$ cat src/rtl/hazard_stall_unit.sv
// hazard_stall_unit: load-use stall, branch flush and data-memory freeze/timeout control for the 5-stage pipeline.
// Optional STALL_PERF_EN macro enables the saturating StallCycles counter.
module hazard_stall_unit #(
    parameter int MEM_TIMEOUT = 16,
    parameter int TO_W        = 8
) (
    input  logic        clk,
    input  logic        rst,
    input  logic [4:0]  Rs1_D,
    input  logic [4:0]  Rs2_D,
    input  logic [4:0]  RD_E,
    input  logic        LoadE,
    input  logic        PCSrcE,
    input  logic        MemReqM,
    input  logic        MemReadyM,
    output logic        StallF,
    output logic        StallD,
    output logic        StallE,
    output logic        StallM,
    output logic        FlushD,
    output logic        FlushE,
    output logic        FlushW,
    output logic        MemErr,
    output logic [31:0] StallCycles
);
    typedef enum logic [1:0] {RUN = 2'b00, MEM_WAIT = 2'b01, HALT = 2'b10} state_t;
    localparam logic [TO_W-1:0] LAST = TO_W'(MEM_TIMEOUT - 1);
    state_t state;
    logic [TO_W-1:0] wait_cnt;
    logic lw_stall, mem_stall;
    always_comb begin
        lw_stall  = LoadE && RD_E != 5'd0 && (RD_E == Rs1_D || RD_E == Rs2_D);
        mem_stall = state == HALT || (MemReqM && !MemReadyM);
        StallF    = !rst && (lw_stall || mem_stall);
        StallD    = StallF;
        StallE    = !rst && mem_stall;
        StallM    = StallE;
        FlushW    = StallE;
        FlushE    = !rst && (lw_stall || PCSrcE) && !mem_stall;
        FlushD    = !rst && PCSrcE && !mem_stall;
        MemErr    = !rst && state == HALT;
    end
    always_ff @(posedge clk) begin
        if (rst) begin
            state    <= RUN;
            wait_cnt <= '0;
        end else begin
            case (state)
                RUN: if (MemReqM && !MemReadyM) begin
                    state    <= MEM_TIMEOUT == 1 ? HALT : MEM_WAIT;
                    wait_cnt <= TO_W'(1);
                end
                MEM_WAIT: if (MemReadyM) begin
                    state    <= RUN;
                    wait_cnt <= '0;
                end else if (MEM_TIMEOUT != 0 && wait_cnt == LAST) begin
                    state <= HALT;
                end else begin
                    wait_cnt <= wait_cnt + TO_W'(1);
                end
                default: state <= HALT;
            endcase
        end
    end
`ifdef STALL_PERF_EN
    logic [31:0] stall_cnt;
    always_ff @(posedge clk) begin
        if (rst) stall_cnt <= '0;
        else if (StallF && stall_cnt != 32'hFFFF_FFFF) stall_cnt <= stall_cnt + 32'd1;
    end
    assign StallCycles = stall_cnt;
`else
    assign StallCycles = 32'h0;
`endif
endmodule

$ cat config.mk
export PLATFORM = sky130hd
export DESIGN_NAME = hazard_stall_unit
export DESIGN_NICKNAME = d
export VERILOG_FILES = /design/src/rtl/hazard_stall_unit.sv
export SDC_FILE = /design/constraint.sdc
export NUM_CORES = 1
export LEC_CHECK = 0
export CORE_MARGIN = 1
export CORE_UTILIZATION = 39
export CTS_BUF_LIST = sky130_fd_sc_hd__clkbuf_2
export CTS_CLUSTER_DIAMETER = 100
export DETAILED_ROUTE_END_ITERATION = 8
export PLACE_DENSITY = 0.8
export REMOVE_ABC_BUFFERS = 1
export SLEW_MARGIN = 20
export SYNTH_ARGS = -nofsm -noshare
export SYNTH_HDL_FRONTEND = slang
export SYNTH_SLANG_ARGS = --single-unit
export TNS_END_PERCENT = 20
$ cat constraint.sdc
create_clock -name clk -period 2.2 [get_ports clk]
set_input_delay 0.66 -clock clk [delete_from_list [all_inputs] [get_ports clk]]
set_output_delay 0.66 -clock clk [all_outputs]
set_load 0.02 [all_outputs]
=== Yosys cells after proc, flatten, opt, wreduce, memory -nomap -nowiden ===
Cells that the tools add are included.

* Flip-flop bits (word level): 10
* Bits of input ports: 21
* Output and inout port bits: 40
* Word-level logic and storage cells: 41

* Equality and inequality tests: 8
* Add/subtract/negate cells: 1
* Reduce and logical (&&, ||, !) cells: 22
* Multiplexer cells: 8

{| class="wikitable"
|+ Operators with widths
! cell !! number
|-
| $mux W8 || 3
|-
| $pmux W8 S2 || 1
|-
| $eq A5 B5 Y1 || 2
|-
| $logic_and A1 B1 Y1 || 10
|-
| $add A8 B1 Y8 const B || 1
|-
| $eq A8 B4 Y1 const B || 1
|-
| $mux W2 || 3
|-
| $ne A3 B3 Y1 const B || 2
|-
| $reduce_bool A5 Y1 || 1
|-
| $logic_or A1 B1 Y1 || 4
|-
| $pmux W2 S2 || 1
|-
| $logic_not A1 Y1 || 3
|-
| $reduce_and A3 Y1 || 1
|-
| $eq A2 B1 Y1 const B || 1
|-
| $eq A2 B2 Y1 const B || 1
|-
| $logic_not A2 Y1 || 1
|-
| $ne A2 B2 Y1 const B || 1
|-
| $reduce_and A2 Y1 || 1
|-
| $reduce_bool A2 Y1 || 1
|}

=== Logic depth before layout (Yosys ltp) ===
* Depth in word-level cells: 6
* Mapped depth: 5
* Mapped depth without buffers: 5

=== Least setup slack after synthesis ===
Ideal clock, no wire load.

* Kind: input -> output
* From: input RD_E[3]
* To: output StallF
* Buffers on the path: 1
* Arrival: 1.722 ns
* Data required time: 1.540 ns
* Stages on the path: 5
* Slack: -0.182 ns
* Cells stage by stage: xor2_1 > nor3_1 > a22oi_1 > o22ai_1 > buf_4

* Cells in the longest elaborated chain, start to end: 5
* Elaborated cells on any way between the ends: 8
* Those cells by class: eq/ne: 2; reduce/logical: 6

{| class="wikitable"
|+ RTL lines
! what !! line !! text
|-
| start: declaration || 11 || <nowiki>input logic [4:0] RD_E,</nowiki>
|-
| $eq A5 B5 Y1 / $reduce_bool A5 Y1 (equally long branches) || 32 || <nowiki>lw_stall = LoadE && RD_E != 5'd0 && (RD_E == Rs1_D || RD_E == Rs2_D);</nowiki>
|-
| $logic_or A1 B1 Y1 / $logic_and A1 B1 Y1 (equally long branches) || 32 ||
|-
| $logic_and A1 B1 Y1 (*) || 32 ||
|-
| $logic_or A1 B1 Y1 (*) || 34 || <nowiki>StallF = !rst && (lw_stall || mem_stall);</nowiki>
|-
| $logic_and A1 B1 Y1 (*) || 34 ||
|-
| end: declaration || 16 || <nowiki>output logic StallF,</nowiki>
|}

Every way passes the cells marked *; elsewhere a longest branch is shown, timed or not.

=== Final worst setup path ===
* From: input Rs2_D[3]
* To: output StallD

* Cells in the longest elaborated chain, start to end: 5

{| class="wikitable"
|+ RTL lines
! what !! line !! text
|-
| start: declaration || 10 || <nowiki>input logic [4:0] Rs2_D,</nowiki>
|-
| $eq A5 B5 Y1 || 32 ||
|-
| $logic_or A1 B1 Y1 || 32 ||
|-
| $logic_and A1 B1 Y1 || 32 ||
|-
| $logic_or A1 B1 Y1 || 34 ||
|-
| $logic_and A1 B1 Y1 || 34 ||
|-
| end: declaration || 17 || <nowiki>output logic StallD,</nowiki>
|}

No other way between the ends.

==> impl_results.md <==
* Placed insts at between 150 and 200
* Initial core utilization at 41.59%
* Diode count at 0
* Io pins at 61
* Setup slack at placement at -954.4 ps
* Distinct cells, synth at 45
* Yosys Warn Count at 0
* Standard-cell rows at 18
* Setup Buffers After CTS at 0
* Final setup vio count at 2
* Die H at 53.64 um
* Launching point of the worst reg2reg path: wait_cnt[1]
* H-tree levels at 1
* DRT Pass-1 Iters at 4
* Mapped Cells at between 100 and 150
* Via-to-Cell Ratio at 4.803
* Routed len/inst at 11.37 um
* Cts bufs inserted at 3
* Mean Syn Cell Area at ~8 sq um
* Crit end category: primary output
* Filler instances at approximately 250
* CP Data Required Time at ~1500 ps
* Worst R2R End: wait_cnt[5]
* EDFF count, synth at 0
* Setup Skew at 1.615 ps
* Vias in the first global route at about 810
* Largest stage delay on the critical path at 190 ps
* Die ar. at between 2000 and 3000 sq um
* Total GRT Usage at approximately 17%
* Final Hold Fails at 0
* Hold path endpoint: wait_cnt[6]
* R2r setup slk at 540 ps
* Crit path buf inv count at 2
* Tot Pwr at 0.4536 mW
* Gpl congestion at 0.8558
* Area delta synth->final at 20.82%
* Reg2reg path depth at 5
* Fin crit period at roughly 2200 ps
* Status: finished, violations left
* Tcrit/Tclk final at 101.1%
* DR DRC count at 0
* Hold Crit Depth at 1
* Synth area leaders: buf_4 25%, dfxtp_1 19%, xor2_1 8.4%
* Ordered cell list for the critical path: buf_6 -> xor2_2 -> nor3_2 -> a22oi_2 -> o22ai_2 -> buf_6
* Min-delay src: wait_cnt[6]
* Max Cap Viol at 0
* Number of synthesized register bits at 10
* Clock-pin transition on the worst setup and hold timing paths at 90 ps
* VDD IR max at around 0.34 mV
* Clk root buf: clkbuf_2
* Async SR Flop Fraction at 0%
* Die extent in x at between 50 and 60 um
* Grt total ovfl at 0
* Crit path launch type: input pin
* LEAKAGE at between 0.5 and 0.6 nW
* Port bufs at 28
* Slowest cell on the critical path: o22ai_2
* Core ar. at around 2500 sq um
* Leading area contributor after synthesis: buf_4
* First-pass GRT wire length at approximately 3500 um
* Share of cells above drive strength 1 at a little under a third
* Vias at between 900 and 1000
* Critical Path AT at 1560 ps
* Sequential share of the synthesized area at between 10% and 20%
* P per Cell Area at roughly 360 nW/um^2
* Antenna violations before repair at 0
* Kind of critical path: input pin to primary output
* Delay-heaviest family, CP: compound AO/OA/AOI/OAI gates
* RSZ-0062 raised after global routing: true
* CTS tree: yes
* DP HPWL at 1741 um
* Hold Crit Class: flip-flop to flip-flop
* Antenna-violating nets left at 0
* Pin count of the biggest net entering global routing at 12
* Routed WL at approximately 2200 um
* Fin cells at 193
* Post-synth top flop: dfxtp_1
* Longest Clk Path Bufs at 2
* Final Max Tran Viols at 0
* Most used cell, CP: buf_6
* CTS sink count at 10
* CP Max Fanout at 2
* Worst skew pair latency at roughly 240 ps
* Failing checks: setup timing
* Setup ws final at -24.31 ps
* Post-Syn Area at a little over 1000 sq um
* Detailed router's first-iteration violation count at 28
* F_max at roughly 0.45 GHz
* Nets at 187
* Synth top area share at 25.27%
-- Yosys cell counts (2+ instances only) --
master / instances
a21oi_1: 5
a311oi_1: 2
a31oi_1: 2
buf_4: 35
dfxtp_1: 10
inv_1: 5
nand2_1: 5
nand3_1: 4
nand4_1: 2
nor2_1: 7
nor2b_1: 2
nor3_1: 3
nor3b_1: 2
o21ai_0: 4
o31ai_1: 2
xor2_1: 10
-- layout by cell type (no fill, tap or decap), drive strengths merged, types with 2 or more instances in the layout --
cell type	instances
conb	32
buf	31
dfxtp	10
xor2	10
nor2	8
inv	5
nand2	5
clkbuf	5
o21ai	5
a21oi	5
nand3	4
dlygate4sd2	3
nor3	3
nor3b	2
a31oi	2
nand4	2
a311oi	2
o31ai	2
nor2b	2
o21bai	2
nand4b	2
-- per-stage QoR --
stage	instance area, sq um	utilization [%]	TNS, ps	hold WS [ps]
after CTS	1266	50.65	-35.01	528.5
final	1256	50.25	-45.72	534.8
after detailed placement	1262	50.50	-6748	511.3
after global placement	1262	50.50	-6347	502.3
after global routing	1256	50.25	-243.2	562.9
after floorplan	877.1	-	-981.4	467.0
-- cell type report --
| type | instances | area (sq um) | area share, % |
|---|---|---|---|
| sequential | 10 | 200.2 | 15.94 |
| tap | 30 | 37.54 | 2.988 |
| clock buffer | 3 | 15.01 | 1.195 |
| multi-input combinational | 108 | 700.7 | 55.78 |
| timing repair buffer | 37 | 284.0 | 22.61 |
| inverter | 5 | 18.77 | 1.494 |
-- flip-flops by register name (all words and copies together), names as in the netlist --
name / flops
wait_cnt: 8
state: 2
-- power by group --
part,internal [mW],switching [mW]
registers,0.183,0.00264
logic,0.0624,0.110
clock network,0.0372,0.0582
-- worst max-delay path by stage --
stage              start  endpoint  slack, ps  depth (start not counted)
2_1_floorplan    RD_E[3]    StallD       -200                          4
3_3_place_gp   MemReadyM    FlushE       -920                          6
3_5_place_dp     RD_E[3]    StallD       -950                          6
4_1_cts         Rs1_D[4]    StallD        -20                          6
5_1_grt         Rs1_D[4]    StallD        -90                          6
6_report        Rs2_D[3]    StallD        -20                          6
-- kinds of logic (layout without fill, tap and decap cells) --
| family | after synthesis | in the layout | synth area share [%] |
|---|---|---|---|
| AND/OR/NAND/NOR | 38 | 38 | 23.59 |
| flip-flops | 10 | 10 | 19.25 |
| XOR/XNOR | 10 | 10 | 8.423 |
| AO/OA/AOI/OAI | 27 | 27 | 18.53 |
| adder cells (fa/ha/maj) | 1 | 1 | 1.203 |
| other | 1 | 32 | 0.3607 |
| buffers and inverters | 42 | 45 | 28.64 |
-- routing by layer --
layer  wire length (um)  part of all wire, %  GRT usage [%]
met5                  0                    0              0
met4                  6                 0.27          3.947
met3                112                  5.1          2.825
met2               1186                   54          30.63
met1                889                   41          20.17
-- worst register-to-register path, cell delays in order, from the launching register on --
cell      delay (ps)
dfxtp_1          420
ha_1             270
nand4b_2         220
nor4_4           280
nor2_2           120
a311oi_1         270
-- what timing repair did --
action | in CTS | in global routing
hold endpoints to repair | 0 | 0
pin swaps | 17 | 5
endpoints found under the setup margin | 8 | 5
gates resized for setup | 113 | 5
hold buffers | 0 | 0
No activity file was read; power rests on OpenSTA's default activity.
